## src/rtl/zapper_field_if.sv

```systemverilog
// Player/obstacle bus between the game front end and the zapper field engine.
// Carries the start request and player y in, obstacle position, score and game state out.
// The engine side takes the slave modport; the player/renderer side takes master.
interface zapper_field_if;
  logic        start;
  logic [8:0]  y0;
  logic [1:0]  game_state;
  logic [9:0]  zap_x;
  logic [8:0]  zap_y;
  logic [15:0] score;
  logic        hit;

  modport master (
    output start, y0,
    input  game_state, zap_x, zap_y, score, hit
  );

  modport slave (
    input  start, y0,
    output game_state, zap_x, zap_y, score, hit
  );
endinterface

```

## src/rtl/zapper_field.sv

```systemverilog
// Scrolls one zapper right-to-left, detects overlap with the player box, keeps score.
// Latency: every output is registered; input changes take effect on the next clock edge.
// Backpressure: none. start is a level request and y0 is sampled every cycle.
module zapper_field #(
  parameter int TICK_W   = 8,
  parameter int SCREEN_W = 640,
  parameter int BARRY_X  = 100,
  parameter int BARRY_W  = 32,
  parameter int BARRY_H  = 48,
  parameter int ZAP_W    = 16,
  parameter int ZAP_H    = 96,
  parameter int ZAP_Y0   = 200
) (
  input  logic            clk,
  input  logic            reset,
  zapper_field_if.slave   bus
);

  typedef enum logic [1:0] {
    IDLE = 2'b00,
    PLAY = 2'b01,
    OVER = 2'b10
  } state_t;

  localparam logic [9:0]  SPAWN_X    = 10'(SCREEN_W);
  localparam logic [8:0]  START_Y    = 9'(ZAP_Y0);
  localparam logic [7:0]  LFSR_SEED  = 8'hA5;
  // Collision arithmetic runs at 11 bits so that no box edge sum can wrap.
  localparam logic [10:0] BOX_LEFT   = 11'(BARRY_X);
  localparam logic [10:0] BOX_RIGHT  = 11'(BARRY_X + BARRY_W);
  localparam logic [10:0] BOX_HEIGHT = 11'(BARRY_H);
  localparam logic [10:0] ZAP_WIDTH  = 11'(ZAP_W);
  localparam logic [10:0] ZAP_HEIGHT = 11'(ZAP_H);

  state_t              state_r, state_nxt;
  logic [9:0]          zap_x_r, zap_x_nxt;
  logic [8:0]          zap_y_r, zap_y_nxt;
  logic [15:0]         score_r, score_nxt;
  logic                hit_r, hit_nxt;
  logic [TICK_W-1:0]   tick_r, tick_nxt;
  logic [7:0]          lfsr_r, lfsr_nxt;

  logic [10:0]         zx, zy, py;
  logic                collide;
  logic [7:0]          lfsr_step;

  // Strict box overlap on the registered zapper position and the live player y.
  always_comb begin
    zx = {1'b0, zap_x_r};
    zy = {2'b00, zap_y_r};
    py = {2'b00, bus.y0};
    collide = (zx < BOX_RIGHT) && ((zx + ZAP_WIDTH) > BOX_LEFT) &&
              (zy < (py + BOX_HEIGHT)) && ((zy + ZAP_HEIGHT) > py);
    lfsr_step = {lfsr_r[6:0], lfsr_r[7] ^ lfsr_r[5] ^ lfsr_r[4] ^ lfsr_r[3]};
  end

  // Next-state and next-output logic; everything holds unless a branch changes it.
  always_comb begin
    state_nxt = state_r;
    zap_x_nxt = zap_x_r;
    zap_y_nxt = zap_y_r;
    score_nxt = score_r;
    hit_nxt   = 1'b0;
    tick_nxt  = tick_r;
    lfsr_nxt  = lfsr_r;
    case (state_r)
      IDLE, OVER: begin
        // A new round restarts scroll and score but keeps the zapper height and LFSR.
        if (bus.start) begin
          state_nxt = PLAY;
          zap_x_nxt = SPAWN_X;
          score_nxt = 16'd0;
          tick_nxt  = '0;
        end
      end
      PLAY: begin
        if (collide) begin
          // Freeze the field exactly where the hit happened.
          state_nxt = OVER;
          hit_nxt   = 1'b1;
        end else if (&tick_r) begin
          tick_nxt = '0;
          if (zap_x_r == 10'd0) begin
            zap_x_nxt = SPAWN_X;
            lfsr_nxt  = lfsr_step;
            zap_y_nxt = 9'd64 + {1'b0, lfsr_step};
            score_nxt = (score_r == 16'hFFFF) ? score_r : score_r + 16'd1;
          end else begin
            zap_x_nxt = zap_x_r - 10'd1;
          end
        end else begin
          tick_nxt = tick_r + TICK_W'(1);
        end
      end
      default: begin
        state_nxt = IDLE;
      end
    endcase
  end

  // State register with synchronous reset back to the power-on field.
  always_ff @(posedge clk) begin
    if (reset) begin
      state_r <= IDLE;
      zap_x_r <= SPAWN_X;
      zap_y_r <= START_Y;
      score_r <= 16'd0;
      hit_r   <= 1'b0;
      tick_r  <= '0;
      lfsr_r  <= LFSR_SEED;
    end else begin
      state_r <= state_nxt;
      zap_x_r <= zap_x_nxt;
      zap_y_r <= zap_y_nxt;
      score_r <= score_nxt;
      hit_r   <= hit_nxt;
      tick_r  <= tick_nxt;
      lfsr_r  <= lfsr_nxt;
    end
  end

  assign bus.game_state = state_r;
  assign bus.zap_x      = zap_x_r;
  assign bus.zap_y      = zap_y_r;
  assign bus.score      = score_r;
  assign bus.hit        = hit_r;

endmodule

```

## src/flat_wrapper.sv

```systemverilog
// flat-port wrapper written by rule: the top's interface ports become plain ports
module zapper_field_flat 
#(
  parameter int TICK_W   = 8,
  parameter int SCREEN_W = 640,
  parameter int BARRY_X  = 100,
  parameter int BARRY_W  = 32,
  parameter int BARRY_H  = 48,
  parameter int ZAP_W    = 16,
  parameter int ZAP_H    = 96,
  parameter int ZAP_Y0   = 200
)
  (clk, reset, bus_start, bus_y0, bus_game_state, bus_zap_x, bus_zap_y, bus_score, bus_hit);
  zapper_field_if bus_i ();
  input  logic clk;
  input  logic reset;
  input wire logic [$bits(bus_i.start)-1:0] bus_start;
  input wire logic [$bits(bus_i.y0)-1:0] bus_y0;
  output wire logic [$bits(bus_i.game_state)-1:0] bus_game_state;
  output wire logic [$bits(bus_i.zap_x)-1:0] bus_zap_x;
  output wire logic [$bits(bus_i.zap_y)-1:0] bus_zap_y;
  output wire logic [$bits(bus_i.score)-1:0] bus_score;
  output wire logic [$bits(bus_i.hit)-1:0] bus_hit;
  assign bus_i.start = bus_start;
  assign bus_i.y0 = bus_y0;
  assign bus_game_state = bus_i.game_state;
  assign bus_zap_x = bus_i.zap_x;
  assign bus_zap_y = bus_i.zap_y;
  assign bus_score = bus_i.score;
  assign bus_hit = bus_i.hit;
  zapper_field #(.TICK_W(TICK_W), .SCREEN_W(SCREEN_W), .BARRY_X(BARRY_X), .BARRY_W(BARRY_W), .BARRY_H(BARRY_H), .ZAP_W(ZAP_W), .ZAP_H(ZAP_H), .ZAP_Y0(ZAP_Y0)) u_core (.clk(clk), .reset(reset), .bus(bus_i));
endmodule
```

## config.mk

```make
export PLATFORM = sky130hd
export DESIGN_NAME = zapper_field_flat
export DESIGN_NICKNAME = d
export VERILOG_FILES = /design/src/rtl/zapper_field_if.sv /design/src/rtl/zapper_field.sv /design/src/flat_wrapper.sv
export SDC_FILE = /design/constraint.sdc
export NUM_CORES = 1
export LEC_CHECK = 0
export CAP_MARGIN = 20
export CORE_UTILIZATION = 54
export DETAILED_ROUTE_END_ITERATION = 10
export GPL_TIMING_DRIVEN = 0
export HOLD_SLACK_MARGIN = 0.15
export MAX_ROUTING_LAYER = met4
export PLACE_DENSITY_LB_ADDON = 0.05
export REMOVE_ABC_BUFFERS = 1
export SLEW_MARGIN = 10
export SYNTH_ARGS = -nofsm -noshare
export SYNTH_HDL_FRONTEND = slang
export SYNTH_SLANG_ARGS = --single-unit
export TNS_END_PERCENT = 5
```

## constraint.sdc

```tcl
create_clock -name clk -period 3.7 [get_ports clk]
set_input_delay 0.555 -clock clk [delete_from_list [all_inputs] [get_ports clk]]
set_output_delay 0.555 -clock clk [all_outputs]
set_load 0.01 [all_outputs]
```

# Word-level counts from Yosys, hierarchy flattened
# Index checks and enable logic that the tools add are counted.
# word_totals
reg_bits	54
input_bits	12
output_inout_bits	38
elab_cells	65
# classes
addsub	7
n_lt_le_gt_ge	4
n_eq_ne	9
muxes	19
n_bitwise	5
reduce_logical	14
# ops
op	n
$mux W16	5
$mux W10	4
$pmux W16 S2	1
$mux W8	3
$pmux W10 S2	1
$add A16 B1 Y16 const B	1
$eq A16 B16 Y1 const B	1
$pmux W8 S2	1
$add A10 B5 Y11 const B	1
$gt A11 B7 Y1 const B	1
$gt A11 B9 Y1	1
$lt A9 B11 Y1	1
$reduce_and A11 Y1	1
$add A9 B6 Y10 const B	1
$add A9 B7 Y10 const B	1
$logic_not A10 Y1	1
$lt A10 B8 Y1 const B	1
$sub A10 B1 Y10 const B	1
$add A7 B8 Y9 const A	1
$add A8 B1 Y8 const B	1
$reduce_and A8 Y1	1
$ne A2 B1 Y1 const B	3
$ne A2 B2 Y1 const B	3
$reduce_and A6 Y1	1
other kinds (14)	21

# Depth between registers and ports, before layout
# Gate-level depths: netlist (run 1).
# logic_depth
word_depth	7
mapped_depth	13
depth_no_buf	12

# Worst setup path before layout (run 1)
# Ideal clock, no wire load.
# synth_timing
path_type	in2reg
startpoint	input port bus_y0[4]
endpoint	register u_core.zap_x_r[7] (netlist: u_core.bus.zap_x[7])
setup_time_ns	0.126
arrival_time_ns	2.641
required_ns	3.574
setup_slack_ns	0.932
path_stages	13
path_buffers	1
path_cell_list	inv_1 ha_1 nor3_1 xnor2_1 ha_1 a21o_1 a21boi_0 and2_1 o2111ai_2 buf_2 and2_1 o21ai_0 a31oi_1
# synth_between
elab_chain_cells	6
word_cells_on_any_way	7
classes_between	add/sub (1); order compare (2); eq/ne (1); reduce/logical (3)
# synth_lines
item	line_no	text
start, declared	flat_wrapper.sv:18	input wire logic [$bits(bus_i.y0)-1:0] bus_y0;
$add A9 B6 Y10	zapper_field.sv:53	(zy < (py + BOX_HEIGHT)) && ((zy + ZAP_HEIGHT) > py);
$lt A9 B11 Y1	zapper_field.sv:53	
$logic_and A1 B1 Y1	zapper_field.sv:52	collide = (zx < BOX_RIGHT) && ((zx + ZAP_WIDTH) > BOX_LEFT) &&
$logic_and A1 B1 Y1 (*)	zapper_field.sv:53	
$ne A2 B2 Y1 (no source line) (*)	--	
$reduce_and A4 Y1 (no source line) (*)	--	
end signal, assigned	zapper_field.sv:113	zap_x_r <= zap_x_nxt;
end, declared	zapper_field.sv:36	logic [9:0] zap_x_r, zap_x_nxt;
# Mark *: on every way between the ends. The rest lies on a longest branch, timed or not.
# A chain may end at the register's enable or synchronous reset.

# Worst setup path in the final report (run 1)
# layout_timing
startpoint	input port bus_y0[4]
endpoint	register u_core.lfsr_r[1]
# layout_between
elab_chain_cells	6
word_cells_on_any_way	7
classes_between	add/sub (1); order compare (2); bitwise (1); reduce/logical (3)
# layout_lines
item	line_no	text
$add A9 B6 Y10	zapper_field.sv:53	
$lt A9 B11 Y1	zapper_field.sv:53	
$logic_and A1 B1 Y1	zapper_field.sv:52	
$logic_and A1 B1 Y1 (*)	zapper_field.sv:53	
$not A1 Y1 (no source line) (*)	--	
$reduce_and A11 Y1 (no source line) (*)	--	
end signal, assigned	zapper_field.sv:118	lfsr_r <= lfsr_nxt;
end, declared	zapper_field.sv:41	logic [7:0] lfsr_r, lfsr_nxt;
# Marks and branches as above.

==> qor.txt, run 1 <==
DR vias/cell - 5.65
final hold violation count - 0
Post-Route WL - 6860 um
R2R Setup Slk - 0.58 ns
Starting DRT DRC Count - 132
critical path arrival - 3.67 ns
most used flip-flop cell after synthesis - dfxtp_1
CTS Buf Count - 5
Skew-Pair Late Insertion Delay - 0.30 ns
register area - 0.00104 mm^2
Remaining DRCs - 0
die width - 78.1 um
I/O pin total - 50
Reg-to-Reg End - u_core.lfsr_r[1]
post-synth top area share - 33.3%
fin util - 67.1%
Final setup viols - 0
status - complete, no violations
worst-margin pin slew - 0.852 ns
post-route clock period utilization - 94.6%
Synth-to-Final Area Change - 18.8%
Final WS setup - 0.201 ns
met3 GRT Util - 4.19%
first drt pass iteration count - 4
Worst setup startpoint - bus_y0[4]
M2 GR Usage - 39.3%
Syn Area/Cell - 8.32 um^2
skew final - 0.00583 ns
gpl congestion - 0.871
max-cap check violation count - 0
P per Cell Area - 290 mW/mm^2
largest net degree at the start of global routing - 44
minimum clock period - 3.50 ns
static leakage - 1.38 nW
multi-input logic area - 0.00193 mm^2
number of antenna violations at the first check in global routing - 0
Critical Path Sink - u_core.lfsr_r[1]
maximum vdd ir drop - 211 uV
final hold slack - 0.509 ns
unrepaired setup endpoints after global routing - no
global routing's busiest layer - met2
sequential-to-total area share from yosys stat - 33.3%
Netlist cell types - 58
Starting Density - 56.5%
max-slew violations - 0
Routed Antenna Nets - 0
Setup Fix Bufs, Post-CTS - 0
dpl ws - -0.305 ns
clock-pin slew on the worst setup and hold paths - 0.09 ns
vias post-DR - 2758
FILL cells - 473
synthesized cell area - 0.00313 mm^2
asr flop ratio synth - 0%
CTS tree - yes
Crit. End Element - flop
GRT met1 Usage - 30.5%
Gate Count Post-Synth - 376
Core Region - 0.00554 mm^2
vias in the first global route - 2530
fin nets - 450
Total GRT Usage - 24.0%
CP required - 3.87 ns
worst r2r src - u_core.bus.zap_y[5]
top achievable clock speed - 286 MHz
Buffers on Ports - 49
CP Max Fanout - 21
hpwl dp - 5030 um
dominant cells by area after synthesis - dfxtp_1, ha_1, nor2_1
Post-synth EDFFs - 0
cell taking the most area after synthesis - dfxtp_1
Hold/Removal Path Class - reg -> reg
slew margin rel. - 43.0%
# rows - 27
Yosys warnings - 0
Max H-tree Level - 2
Root Driver - clkbuf_8
Die Footprint - 0.00610 mm^2
register bit total from synthesis - 52
Worst Reg-to-Reg Cells - 11
startpoint types - primary input
first-pass GRT wire length - 11500 um
die span in y - 78.1 um
crit path kind - in -> reg
total grt overflow - 0
# diodes - 0
share of cells above drive strength 1 - 5.05%
Max Root-Sink Buffers - 2
# clock sinks - 52
routed len/inst - 14.1 um
## what timing repair did
item	4_1_cts	5_1_grt
setup endpoints to repair	0	22
hold buffers	0	0
resized for setup	0	3
## kinds of logic (layout without fill, tap and decap cells)
family / Yosys count / count (layout) / synth area share [%]
buf+inv: 39 / 79 / 5.76
fa+ha+maj: 23 / 23 / 9.20
simple gates: 158 / 158 / 27.0
xor+xnor: 20 / 20 / 5.60
mux: 9 / 9 / 2.88
flops: 52 / 52 / 33.3
compound gates: 75 / 75 / 16.3
## state kept, by name (all words and copies together), names as in the netlist
name / count
u_core.bus.score: 16
u_core.bus.zap_x: 10
u_core.lfsr_r: 8
u_core.tick_r: 8
u_core.bus.zap_y: 7
u_core.bus.game_state: 2
u_core.bus.hit: 1
## critical path, stage by stage
cell	delay, ns
clkdlybuf4s50_1	0.54
inv_1	0.09
ha_1	0.22
nor3_1	0.22
xnor2_1	0.11
ha_1	0.29
and3_1	0.17
o31ai_1	0.17
o2111a_2	0.30
nor3_4	0.67
mux2i_1	0.26
nor2_1	0.05
## stage by stage
step           instance area (um^2)  cells  power (mW)  TNS [ns]
4_1_cts                        3700    488        1.09         0
2_1_floorplan                  3030    359       0.694         0
3_3_place_gp                   3610    480       0.753     -3.46
3_5_place_dp                   3610    480       0.755     -5.69
6_report                       3720    488        1.08         0
5_1_grt                        3720    488        1.13         0
## how the worst min path moves through the flow
stage / cells after the start / to / start
after detailed placement: 2 / u_core.tick_r[5] / u_core.tick_r[5]
after CTS: 2 / u_core.tick_r[5] / u_core.tick_r[5]
after global routing: 2 / u_core.bus.zap_x[1] / u_core.bus.zap_x[1]
final: 2 / u_core.tick_r[5] / u_core.tick_r[5]
after global placement: 2 / u_core.bus.score[12] / u_core.bus.score[12]
after floorplan: 2 / u_core.lfsr_r[1] / u_core.lfsr_r[0]
## metal layers
layer | wire length [um] | vias to the layer above
li1 | - | 1423
met1 | 3320 | 1285
met2 | 3260 | 48
met3 | 253 | 2
met4 | 25 | 0
met5 | 0 | -
## placed cells by master (no fill, tap or decap), types with 9 or more instances in the layout
| cell type | n |
|---|---|
| xor2_1 | 11 |
| ha_1 | 23 |
| dfxtp_1 | 52 |
| inv_1 | 22 |
| nor3_1 | 11 |
| a21oi_1 | 26 |
| nand3_1 | 14 |
| o21ai_0 | 15 |
| xnor2_1 | 9 |
| nand2_1 | 22 |
| clkdlybuf4s50_1 | 48 |
| mux2i_1 | 9 |
| nor2_1 | 52 |
| or3_1 | 9 |
## power by group
| part | switching, mW | internal [mW] |
|---|---|---|
| Clock | 0.181 | 0.152 |
| Sequential | 0.0118 | 0.567 |
| Combinational | 0.0978 | 0.0687 |
| Total | 0.291 | 0.788 |
## area by class of cell
cell class | instances | area share, %
multi-input combinational | 285 | 51.8
sequential | 52 | 28.0
clock inverter | 1 | 0.202
clock buffer | 7 | 2.32
tap | 72 | 2.42
inverter | 22 | 2.22
timing repair buffer | 49 | 13.1
## cell usage after synthesis (3+ instances only)
master / count
xor2_1: 11
a21oi_1: 26
ha_1: 23
nand2b_1: 4
mux2i_1: 9
xnor2_1: 9
or4_1: 5
nor4_1: 3
nor2_1: 52
clkbuf_1: 8
nand4b_1: 5
buf_4: 4
dfxtp_1: 52
nand2_1: 22
nand4_1: 8
nor2b_1: 4
or3_1: 9
buf_2: 3
nor3_1: 11
nand3_1: 14
a31oi_1: 3
and2_1: 5
and3_1: 6
o21ai_0: 15
o211ai_1: 3
inv_1: 22
Power figures use the tool's default switching activity.
==> run 2: changes to the inputs <==
- CTS_CLUSTER_SIZE: unset -> 16
==> results of run 2 <==
No change in the layout: final DEF, timing and power equal those of run 1.
